==> src/rtl/i2c_target_unit_if.sv <==
// rtl/i2c_target_unit_if.sv - I2C target pin and host-side signal bundle
//
// Groups everything except clk/reset:
//   sclIn, sdaIn : raw bus pin levels (asynchronous to clk)
//   sdaOe        : 1 = pull SDA low, 0 = release (open drain)
//   rxData/rxValid     : received write byte and its one-cycle strobe
//   txData/txRequest   : host-supplied read byte and the one-cycle request for it
//   busy         : target currently addressed
//   stopSeen     : one-cycle pulse on any STOP on the bus
// Modport slave is the target's view; modport master is the bus/host view.
interface i2c_target_unit_if;
    logic       sclIn;
    logic       sdaIn;
    logic       sdaOe;
    logic [7:0] rxData;
    logic       rxValid;
    logic [7:0] txData;
    logic       txRequest;
    logic       busy;
    logic       stopSeen;

    modport slave (
        input  sclIn,
        input  sdaIn,
        input  txData,
        output sdaOe,
        output rxData,
        output rxValid,
        output txRequest,
        output busy,
        output stopSeen
    );

    modport master (
        output sclIn,
        output sdaIn,
        output txData,
        input  sdaOe,
        input  rxData,
        input  rxValid,
        input  txRequest,
        input  busy,
        input  stopSeen
    );
endinterface

==> src/rtl/i2c_target_unit.sv <==
// rtl/i2c_target_unit.sv - I2C target endpoint with fixed 7-bit address
//
// Ports:
//   clk    : system clock (sized for 100 MHz with 100 kHz SCL)
//   reset  : asynchronous reset, active low
//   bus    : i2c_target_unit_if.slave (pins, host rx/tx strobes, status)
// Parameter ADDRESS is the 7-bit bus address this target answers to.
module i2c_target_unit #(
    parameter logic [6:0] ADDRESS = 7'h42
) (
    input  logic                  clk,
    input  logic                  reset,
    i2c_target_unit_if.slave      bus
);

    typedef enum logic [2:0] {
        IDLE,
        ADDR,
        ADDR_ACK,
        WRITE,
        WRITE_ACK,
        READ,
        MACK
    } state_t;

    state_t     state, stateNext;

    // Two-flop synchronisers plus a history flop for edge detection.
    logic       sclS1, sclS2, sclPrev;
    logic       sdaS1, sdaS2, sdaPrev;
    logic       sclRise, sclFall, startEvt, stopEvt;

    logic [7:0] shiftReg, shiftNext;
    logic [7:0] sampledByte;
    logic [2:0] bitCnt, bitCntNext;
    logic       readMode, readModeNext;
    // ackArmed: in the ACK states it marks that the ACK drive window has
    // opened; in MACK it marks that the master's ACK bit has been sampled.
    logic       ackArmed, ackArmedNext;
    logic       masterAck, masterAckNext;

    logic       sdaOeR, sdaOeNext;
    logic       busyR, busyNext;
    logic [7:0] rxDataR, rxDataNext;
    logic       rxValidR, rxValidNext;
    logic       txRequestR, txRequestNext;
    logic       stopSeenR, stopSeenNext;

    always_ff @(posedge clk or negedge reset) begin
        if (!reset) begin
            sclS1   <= 1'b1;
            sclS2   <= 1'b1;
            sclPrev <= 1'b1;
            sdaS1   <= 1'b1;
            sdaS2   <= 1'b1;
            sdaPrev <= 1'b1;
        end else begin
            sclS1   <= bus.sclIn;
            sclS2   <= sclS1;
            sclPrev <= sclS2;
            sdaS1   <= bus.sdaIn;
            sdaS2   <= sdaS1;
            sdaPrev <= sdaS2;
        end
    end

    assign sclRise  = sclS2 & ~sclPrev;
    assign sclFall  = ~sclS2 & sclPrev;
    // SCL must be high in both the current and previous sample so that an
    // SDA move coinciding with an SCL edge is not mistaken for START/STOP.
    assign startEvt = sclS2 & sclPrev & sdaPrev & ~sdaS2;
    assign stopEvt  = sclS2 & sclPrev & ~sdaPrev & sdaS2;

    assign sampledByte = {shiftReg[6:0], sdaS2};

    always_ff @(posedge clk or negedge reset) begin
        if (!reset) begin
            state      <= IDLE;
            shiftReg   <= 8'h00;
            bitCnt     <= 3'd7;
            readMode   <= 1'b0;
            ackArmed   <= 1'b0;
            masterAck  <= 1'b0;
            sdaOeR     <= 1'b0;
            busyR      <= 1'b0;
            rxDataR    <= 8'h00;
            rxValidR   <= 1'b0;
            txRequestR <= 1'b0;
            stopSeenR  <= 1'b0;
        end else begin
            state      <= stateNext;
            shiftReg   <= shiftNext;
            bitCnt     <= bitCntNext;
            readMode   <= readModeNext;
            ackArmed   <= ackArmedNext;
            masterAck  <= masterAckNext;
            sdaOeR     <= sdaOeNext;
            busyR      <= busyNext;
            rxDataR    <= rxDataNext;
            rxValidR   <= rxValidNext;
            txRequestR <= txRequestNext;
            stopSeenR  <= stopSeenNext;
        end
    end

    always_comb begin
        stateNext     = state;
        shiftNext     = shiftReg;
        bitCntNext    = bitCnt;
        readModeNext  = readMode;
        ackArmedNext  = ackArmed;
        masterAckNext = masterAck;
        sdaOeNext     = sdaOeR;
        busyNext      = busyR;
        rxDataNext    = rxDataR;
        rxValidNext   = 1'b0;
        txRequestNext = 1'b0;
        stopSeenNext  = 1'b0;

        if (stopEvt) begin
            stateNext    = IDLE;
            sdaOeNext    = 1'b0;
            busyNext     = 1'b0;
            stopSeenNext = 1'b1;
            ackArmedNext = 1'b0;
        end else if (startEvt) begin
            // Covers repeated START too; busy is left as is so a re-address
            // of this target does not glitch it low.
            stateNext    = ADDR;
            sdaOeNext    = 1'b0;
            bitCntNext   = 3'd7;
            ackArmedNext = 1'b0;
        end else begin
            case (state)
                IDLE: begin
                    sdaOeNext = 1'b0;
                end

                ADDR: begin
                    if (sclRise) begin
                        shiftNext = sampledByte;
                        if (bitCnt == 3'd0) begin
                            if (sampledByte[7:1] == ADDRESS) begin
                                stateNext    = ADDR_ACK;
                                busyNext     = 1'b1;
                                readModeNext = sampledByte[0];
                                ackArmedNext = 1'b0;
                            end else begin
                                stateNext = IDLE;
                                busyNext  = 1'b0;
                            end
                        end else begin
                            bitCntNext = bitCnt - 3'd1;
                        end
                    end
                end

                ADDR_ACK: begin
                    if (sclRise && ackArmed && readMode) begin
                        txRequestNext = 1'b1;
                    end
                    if (sclFall) begin
                        if (!ackArmed) begin
                            sdaOeNext    = 1'b1;
                            ackArmedNext = 1'b1;
                        end else begin
                            ackArmedNext = 1'b0;
                            bitCntNext   = 3'd7;
                            if (readMode) begin
                                // First read bit goes out on the same fall
                                // that ends the address ACK.
                                stateNext = READ;
                                shiftNext = bus.txData;
                                sdaOeNext = ~bus.txData[7];
                            end else begin
                                stateNext = WRITE;
                                sdaOeNext = 1'b0;
                            end
                        end
                    end
                end

                WRITE: begin
                    if (sclRise) begin
                        shiftNext = sampledByte;
                        if (bitCnt == 3'd0) begin
                            rxDataNext   = sampledByte;
                            rxValidNext  = 1'b1;
                            stateNext    = WRITE_ACK;
                            ackArmedNext = 1'b0;
                        end else begin
                            bitCntNext = bitCnt - 3'd1;
                        end
                    end
                end

                WRITE_ACK: begin
                    if (sclFall) begin
                        if (!ackArmed) begin
                            sdaOeNext    = 1'b1;
                            ackArmedNext = 1'b1;
                        end else begin
                            sdaOeNext    = 1'b0;
                            ackArmedNext = 1'b0;
                            bitCntNext   = 3'd7;
                            stateNext    = WRITE;
                        end
                    end
                end

                READ: begin
                    if (sclFall) begin
                        if (bitCnt == 3'd0) begin
                            sdaOeNext    = 1'b0;
                            stateNext    = MACK;
                            ackArmedNext = 1'b0;
                        end else begin
                            shiftNext  = {shiftReg[6:0], 1'b0};
                            sdaOeNext  = ~shiftReg[6];
                            bitCntNext = bitCnt - 3'd1;
                        end
                    end
                end

                MACK: begin
                    // Only the first rise after the byte is the master's ACK
                    // bit; later rises (e.g. SCL high ahead of a STOP) are
                    // ignored so a NACKed read stays parked here.
                    if (sclRise && !ackArmed) begin
                        ackArmedNext  = 1'b1;
                        masterAckNext = ~sdaS2;
                        txRequestNext = ~sdaS2;
                    end
                    if (sclFall && ackArmed && masterAck) begin
                        stateNext    = READ;
                        shiftNext    = bus.txData;
                        sdaOeNext    = ~bus.txData[7];
                        bitCntNext   = 3'd7;
                        ackArmedNext = 1'b0;
                    end
                end

                default: begin
                    stateNext = IDLE;
                    sdaOeNext = 1'b0;
                end
            endcase
        end
    end

    assign bus.sdaOe     = sdaOeR;
    assign bus.busy      = busyR;
    assign bus.rxData    = rxDataR;
    assign bus.rxValid   = rxValidR;
    assign bus.txRequest = txRequestR;
    assign bus.stopSeen  = stopSeenR;

endmodule

==> src/flat_wrapper.sv <==
// flat-port wrapper written by rule: the top's interface ports become plain ports
module i2c_target_unit_flat 
#(
    parameter logic [6:0] ADDRESS = 7'h42
)
  (clk, reset, bus_sclIn, bus_sdaIn, bus_txData, bus_sdaOe, bus_rxData, bus_rxValid, bus_txRequest, bus_busy, bus_stopSeen);
  i2c_target_unit_if bus_i ();
  input  logic clk;
  input  logic reset;
  input wire logic [$bits(bus_i.sclIn)-1:0] bus_sclIn;
  input wire logic [$bits(bus_i.sdaIn)-1:0] bus_sdaIn;
  input wire logic [$bits(bus_i.txData)-1:0] bus_txData;
  output wire logic [$bits(bus_i.sdaOe)-1:0] bus_sdaOe;
  output wire logic [$bits(bus_i.rxData)-1:0] bus_rxData;
  output wire logic [$bits(bus_i.rxValid)-1:0] bus_rxValid;
  output wire logic [$bits(bus_i.txRequest)-1:0] bus_txRequest;
  output wire logic [$bits(bus_i.busy)-1:0] bus_busy;
  output wire logic [$bits(bus_i.stopSeen)-1:0] bus_stopSeen;
  assign bus_i.sclIn = bus_sclIn;
  assign bus_i.sdaIn = bus_sdaIn;
  assign bus_i.txData = bus_txData;
  assign bus_sdaOe = bus_i.sdaOe;
  assign bus_rxData = bus_i.rxData;
  assign bus_rxValid = bus_i.rxValid;
  assign bus_txRequest = bus_i.txRequest;
  assign bus_busy = bus_i.busy;
  assign bus_stopSeen = bus_i.stopSeen;
  i2c_target_unit #(.ADDRESS(ADDRESS)) u_core (.clk(clk), .reset(reset), .bus(bus_i));
endmodule
==> config.mk <==
export PLATFORM = sky130hd
export DESIGN_NAME = i2c_target_unit_flat
export DESIGN_NICKNAME = d
export VERILOG_FILES = /design/src/rtl/i2c_target_unit_if.sv /design/src/rtl/i2c_target_unit.sv /design/src/flat_wrapper.sv
export SDC_FILE = /design/constraint.sdc
export NUM_CORES = 1
export LEC_CHECK = 0
export BUFFER_PORTS_ARGS = -buffer_cell sky130_fd_sc_hd__buf_2
export CORE_ASPECT_RATIO = 0.7
export CORE_MARGIN = 5
export CORE_UTILIZATION = 57
export CTS_CLUSTER_DIAMETER = 60
export CTS_CLUSTER_SIZE = 25
export DETAILED_ROUTE_END_ITERATION = 6
export GPL_TIMING_DRIVEN = 0
export PLACE_DENSITY = 0.79
export SYNTH_ARGS = -nofsm -noshare
export SYNTH_HDL_FRONTEND = slang
export SYNTH_SLANG_ARGS = --single-unit
==> constraint.sdc <==
create_clock -name clk -period 2.28 [get_ports clk]
set_input_delay 0.456 -clock clk [delete_from_list [all_inputs] [get_ports clk]]
set_output_delay 0.456 -clock clk [all_outputs]
set_load 0.01 [all_outputs]
==> reports/results.ini, run 1 <==
[cells_and_area]
layout-drive-gt1-share_pct = 38.8
final_common_cell = buf_2
area_growth_pct = 15.1
stdcell_area_um2 = 2230
nets = 219
diodes = 0
fillers = 251
final_cell_mix = buf_2, dfrtp_1, a21oi_1, mux2_2, nand2_1

[worst_setup_path]
path_delay_family = flip-flops
r2r-start = u_core.bitCnt[0]
path_buf_inv = 2
crit_arrival_ps = 2300
ff2ff_setup_slack_ps = 150
worstPathRequired_ps = 2450
endpoint_kind = flop
crit_fanout = 7
crit_path_start_kind = flop
worstSetupPathType = flop to flop
r2r-end = u_core.shiftReg[2]
ff2ff_path_depth = 8
crit_chain = inv_1, ha_1, and2b_1, o21ai_0, a221oi_1, and2b_1, buf_6, mux2_4
max_stage_delay_ps = 530
cp_slowest_cell = dfstp_2
cp_common_cell = and2b_1

[sta]
period_needed_ps = 2130
maxSlewViolCount = 0
finalHoldViolations = 0
period_share_pct = 93.3
setup_viol = 0
grt_setup_unrepaired = false
tightest_slew_ps = 757
max_freq_mhz = 470
max_slew_margin_pct = 49.5
final.setup_skew_ps = 3.35
setup_tns_ps = 0

[die]
initial_utilization_pct = 60.2
floorplan.die.height_um = 58.7
rows = 17
core_um2 = 3210
die_width_um = 79.6
io_pins = 25
dieArea_um2 = 4680

[route]
route.met2.wl_um = 2080
highest_layer = met4
wl_met3_um = 283
via_per_inst = 5.70
wirelength_um = 4310
drc = 0
wire_per_inst_um = 17.0
met1_length_um = 1870
vias = 1441
dr.first_iter.drc_count = 122
firstDrtPassIters = 5
ant_nets = 0

[yosys]
synthTopCellsByArea = dfrtp_1, dfstp_2, mux2_2, mux2_4, a21oi_1
synth_top_family_by_area = simple AND/OR/NAND/NOR gates
synth_top_cell_by_area = dfrtp_1
synth_cells = 174
synth-edff-count = 0
synth_compound_area_share_pct = 15.8
synthFlopType = dfrtp_1
synthXorXnorAreaFrac_pct = 0.453
ys_seq_elements = 35
synth_adder_area_share_pct = 1.29
ys_warn_count = 0
synthArstFlopShare_pct = 100
yosys.area_share.simple_pct = 16.8
synthDistinctLibCells = 51
synth.area.mux_share_pct = 14.3
synth_top_area_share_pct = 33.6
ys_seq_area_share_pct = 45.9
synth_area_um2 = 1930
synth.net_count = 188
postSynthAreaPerCell_um2 = 11.1

[clock_network]
clkSlewWorstSetupHoldPaths_ps = 70
clk_root_buffer_cell = clkbuf_8
cts_sinks = 35
cts_hold_buf = 0
h-tree-depth = 2
cts_buffer_depth = 2
clock_latency_ps = 280
numCtsBuffers = 5
cts_tree = built
cts_setup_buffers = 0
ctsResizeCount = 0

[grt]
grt.total_usage_pct = 20.1
grt_pass1_vias = 1402
grt_pass1_wl_um = 7060
antenna_found_initial = 0
globalRouteOverflowTotal = 0
grt_max_degree = 36

[power]
clockPowerShare_pct = 29.6
p_int_mw = 1.32
power_density_nw_per_um2 = 842
p_sw_uw = 549
irDropWorstVdd_mv = 0.572
comb_power_share_pct = 25.2
power_frac_seq_pct = 45.2
p_sw_share_pct = 29.3
leakage_nw = 1.08

[status]
outcome = finished, final reports clean

[placement]
portBuffers = 24
hpwl_um = 3080
placed_cell_area_um2 = 2110
place_congestion = 0.971

[min_path]
hold_class = input pin to asynchronous set/reset pin

[flow_run]
drv_cap = 0

## stage by stage
step                      total power, mW  hold WS, ps  worst slack (ps)  utilization [%]  std cells
after floorplan                      1.20          160               383                -        174
after global placement               1.29          347               274             65.8        245
after detailed placement             1.33          348               170             65.8        245
after CTS                            1.88          261               155             69.3        253
after global routing                 1.97          253              66.6             69.3        253
final                                1.87          245               153             69.3        253
## logic make-up after synthesis
kind of cell               after synthesis
and+or+nand+nor                         54
AOI/OAI and AO/OA                       43
DFF                                     35
muxes                                   23
buffers and inverters                   16
adders and majority gates                2
xor gates and xnor gates                 1
## synth_stat cells (all sizes together), types with 3 or more instances
cell type and number:
nor4 3, nand2 12, inv 7, nand2b 7, dfstp 9, nand3 4
buf 7, dfrtp 26, mux2 19, a31oi 3, o31ai 3, and2b 4
a21oi 13, o21ai 6, nor2 9, mux2i 4, or2 3
## metal layers
metal  global-route usage, %  vias up
li1                        -      695
met1                    26.5      685
met2                    32.1       53
met3                    5.05        8
met4                    7.35        0
met5                       0        -
## worst reg2reg max path: stages, from the launching register on
cell	delay, ps
dfstp_2	530
inv_1	60
ha_1	200
and2b_1	210
o21ai_0	210
a221oi_1	120
and2b_1	220
buf_6	160
mux2_4	310
## sequential cells by signal, indices dropped and copies added, names as in the netlist, 3 cells and up
name,count
u_core.shiftReg,7
u_core.state,3
u_core.bitCnt,3
u_core.bus.rxData,8
## cell type report
class                   count  area [µm²]  area share (%)
plain buffers               9        80.1            3.60
clock buffers               5        68.8            3.09
clock inverters             3        43.8            1.97
inverters                   7        26.3            1.18
multi-input cells         123         941            42.3
flip-flops and latches     35         887            39.9
well taps                  47        58.8            2.64
repair buffers             24         120            5.40
## power by group through the flow
stage                     Sequential (mW)  Clock, mW  Combinational [mW]
final                               0.848      0.554               0.472
after floorplan                     0.817          0               0.381
after CTS                           0.846      0.562               0.473
after detailed placement            0.857          0               0.469
after global routing                0.859      0.602               0.514
after global placement              0.846          0               0.442
## worst max-delay path by stage
stage / from / endpoint / slack (ps) / cells after the start
6_report: u_core.bitCnt[0] / u_core.shiftReg[2] / 150 / 8
4_1_cts: u_core.bitCnt[0] / u_core.shiftReg[2] / 150 / 8
5_1_grt: u_core.bitCnt[0] / u_core.shiftReg[2] / 70 / 8
3_5_place_dp: u_core.bitCnt[0] / u_core.shiftReg[2] / 170 / 8
3_3_place_gp: u_core.bitCnt[0] / u_core.shiftReg[1] / 270 / 8
2_1_floorplan: u_core.bitCnt[0] / u_core.shiftReg[0] / 380 / 8
Power figures use the tool's default switching activity.
==> run 2: changes to the inputs <==
- RECOVER_POWER: unset -> 50
==> reports/results.ini, run 2 (synthesized netlist as in run 1, its figures left out) <==
[flow_run]
drv_cap = 1

[status]
failed_checks = capacitance limit, slew limit
outcome = finished, violations left

[clock_network]
cts_buffer_depth = 2
cts_hold_buf = 0
h-tree-depth = 2
cts_sinks = 35
cts_tree = built
ctsResizeCount = 0
numCtsBuffers = 5
clkSlewWorstSetupHoldPaths_ps = 70
clk_root_buffer_cell = clkbuf_8
cts_setup_buffers = 0
clock_latency_ps = 280

[route]
vias = 1436
wl_met3_um = 262
dr.first_iter.drc_count = 122
wire_per_inst_um = 17.0
via_per_inst = 5.68
ant_nets = 0
met1_length_um = 1880
highest_layer = met4
drc = 0
route.met2.wl_um = 2080
wirelength_um = 4300
firstDrtPassIters = 5

[power]
p_sw_uw = 549
clockPowerShare_pct = 29.6
irDropWorstVdd_mv = 0.571
power.total_mw = 1.87
comb_power_share_pct = 25.2
power_density_nw_per_um2 = 842
power_frac_seq_pct = 45.2
leakage_nw = 1.07
p_sw_share_pct = 29.3
p_int_mw = 1.32

[cells_and_area]
final_cell_mix = buf_2, dfrtp_1, a21oi_1, mux2_2, nand2_1
nets = 219
area_growth_pct = 15.0
layout-drive-gt1-share_pct = 37.4
stdcell_area_um2 = 2220
diodes = 0
multiInputGateArea_um2 = 941
largest_reg_flops = 8
fillers = 252
final_util_pct = 69.3
ff_latch_area_um2 = 887
fin_cells = 253

[grt]
globalRouteOverflowTotal = 0
grt_pass1_vias = 1402
grt.total_usage_pct = 20.1
antenna_found_initial = 0
grt_max_degree = 36
grt_pass1_wl_um = 7060

[sta]
maxSlewViolCount = 36
holdWs_ps = 270
grt_setup_unrepaired = false
setup_ws_ps = 153
max_slew_margin_pct = -21.2
period_share_pct = 93.3
period_needed_ps = 2130
finalHoldViolations = 0
setup_tns_ps = 0
tightest_slew_ps = 1820
final.setup_skew_ps = 3.42
setup_viol = 0
max_freq_mhz = 470

[worst_setup_path]
worstPathRequired_ps = 2450
crit_arrival_ps = 2300
worstSetupPathType = flop to flop
endpoint_kind = flop
setup.worst_path.end = u_core.shiftReg[2]
r2r-end = u_core.shiftReg[2]
startpoint = u_core.bitCnt[0]
crit_fanout = 7
ff2ff_path_depth = 8
r2r-start = u_core.bitCnt[0]
ff2ff_setup_slack_ps = 150
crit_path_start_kind = flop

[placement]
portBuffers = 24
placed_cell_area_um2 = 2110
hpwl_um = 3080
numPlacedInstances = 245
pre_cts_ws_ps = 170
place_congestion = 0.971

[die]
core_um2 = 3210
die_width_um = 79.6
dieArea_um2 = 4680
rows = 17
io_pins = 25
initial_utilization_pct = 60.2
floorplan.die.height_um = 58.7

[min_path]
hold_class = input pin to flop
hp-start = bus_sdaIn

-- run 2: cell type report --
| class | count | share of cell area [%] |
|---|---|---|
| clock buffer | 5 | 3.09 |
| multi-input combinational | 123 | 42.3 |
| sequential | 35 | 39.9 |
| timing repair buffer | 24 | 5.34 |
| tap | 47 | 2.64 |
| buffer | 9 | 3.60 |
| inverter | 7 | 1.18 |
| clock inverter | 3 | 1.97 |
-- run 2: power by group through the flow --
stage | Clock, mW | Sequential, mW | Combinational, mW
after floorplan | 0 | 0.817 | 0.381
after CTS | 0.562 | 0.846 | 0.473
after global placement | 0 | 0.846 | 0.442
after detailed placement | 0 | 0.857 | 0.469
final | 0.554 | 0.847 | 0.472
after global routing | 0.602 | 0.858 | 0.514
-- run 2: per-layer routing --
| layer | vias to the layer above | track usage (%) |
|---|---|---|
| met5 | - | 0 |
| met4 | 0 | 7.35 |
| met3 | 8 | 5.05 |
| met2 | 48 | 32.1 |
| met1 | 685 | 26.5 |
| li1 | 695 | - |
-- run 2: critical path, cell delays in order, from the launching register on --
cell	delay [ps]
dfstp_2	530
inv_1	60
ha_1	200
and2b_1	210
o21ai_0	210
a221oi_1	110
and2b_1	220
buf_6	160
mux2_4	310
-- run 2: worst min-delay path by stage --
stage / endpoint / slack [ps] / depth (start not counted)
global placement: u_core.sdaS2 / 350 / 0
global route: u_core.sdaS1 / 250 / 1
floorplan: u_core.ackArmed / 160 / 0
finish: u_core.sdaS1 / 270 / 1
detailed placement: u_core.sdaS2 / 350 / 0
CTS: u_core.sdaS1 / 260 / 1
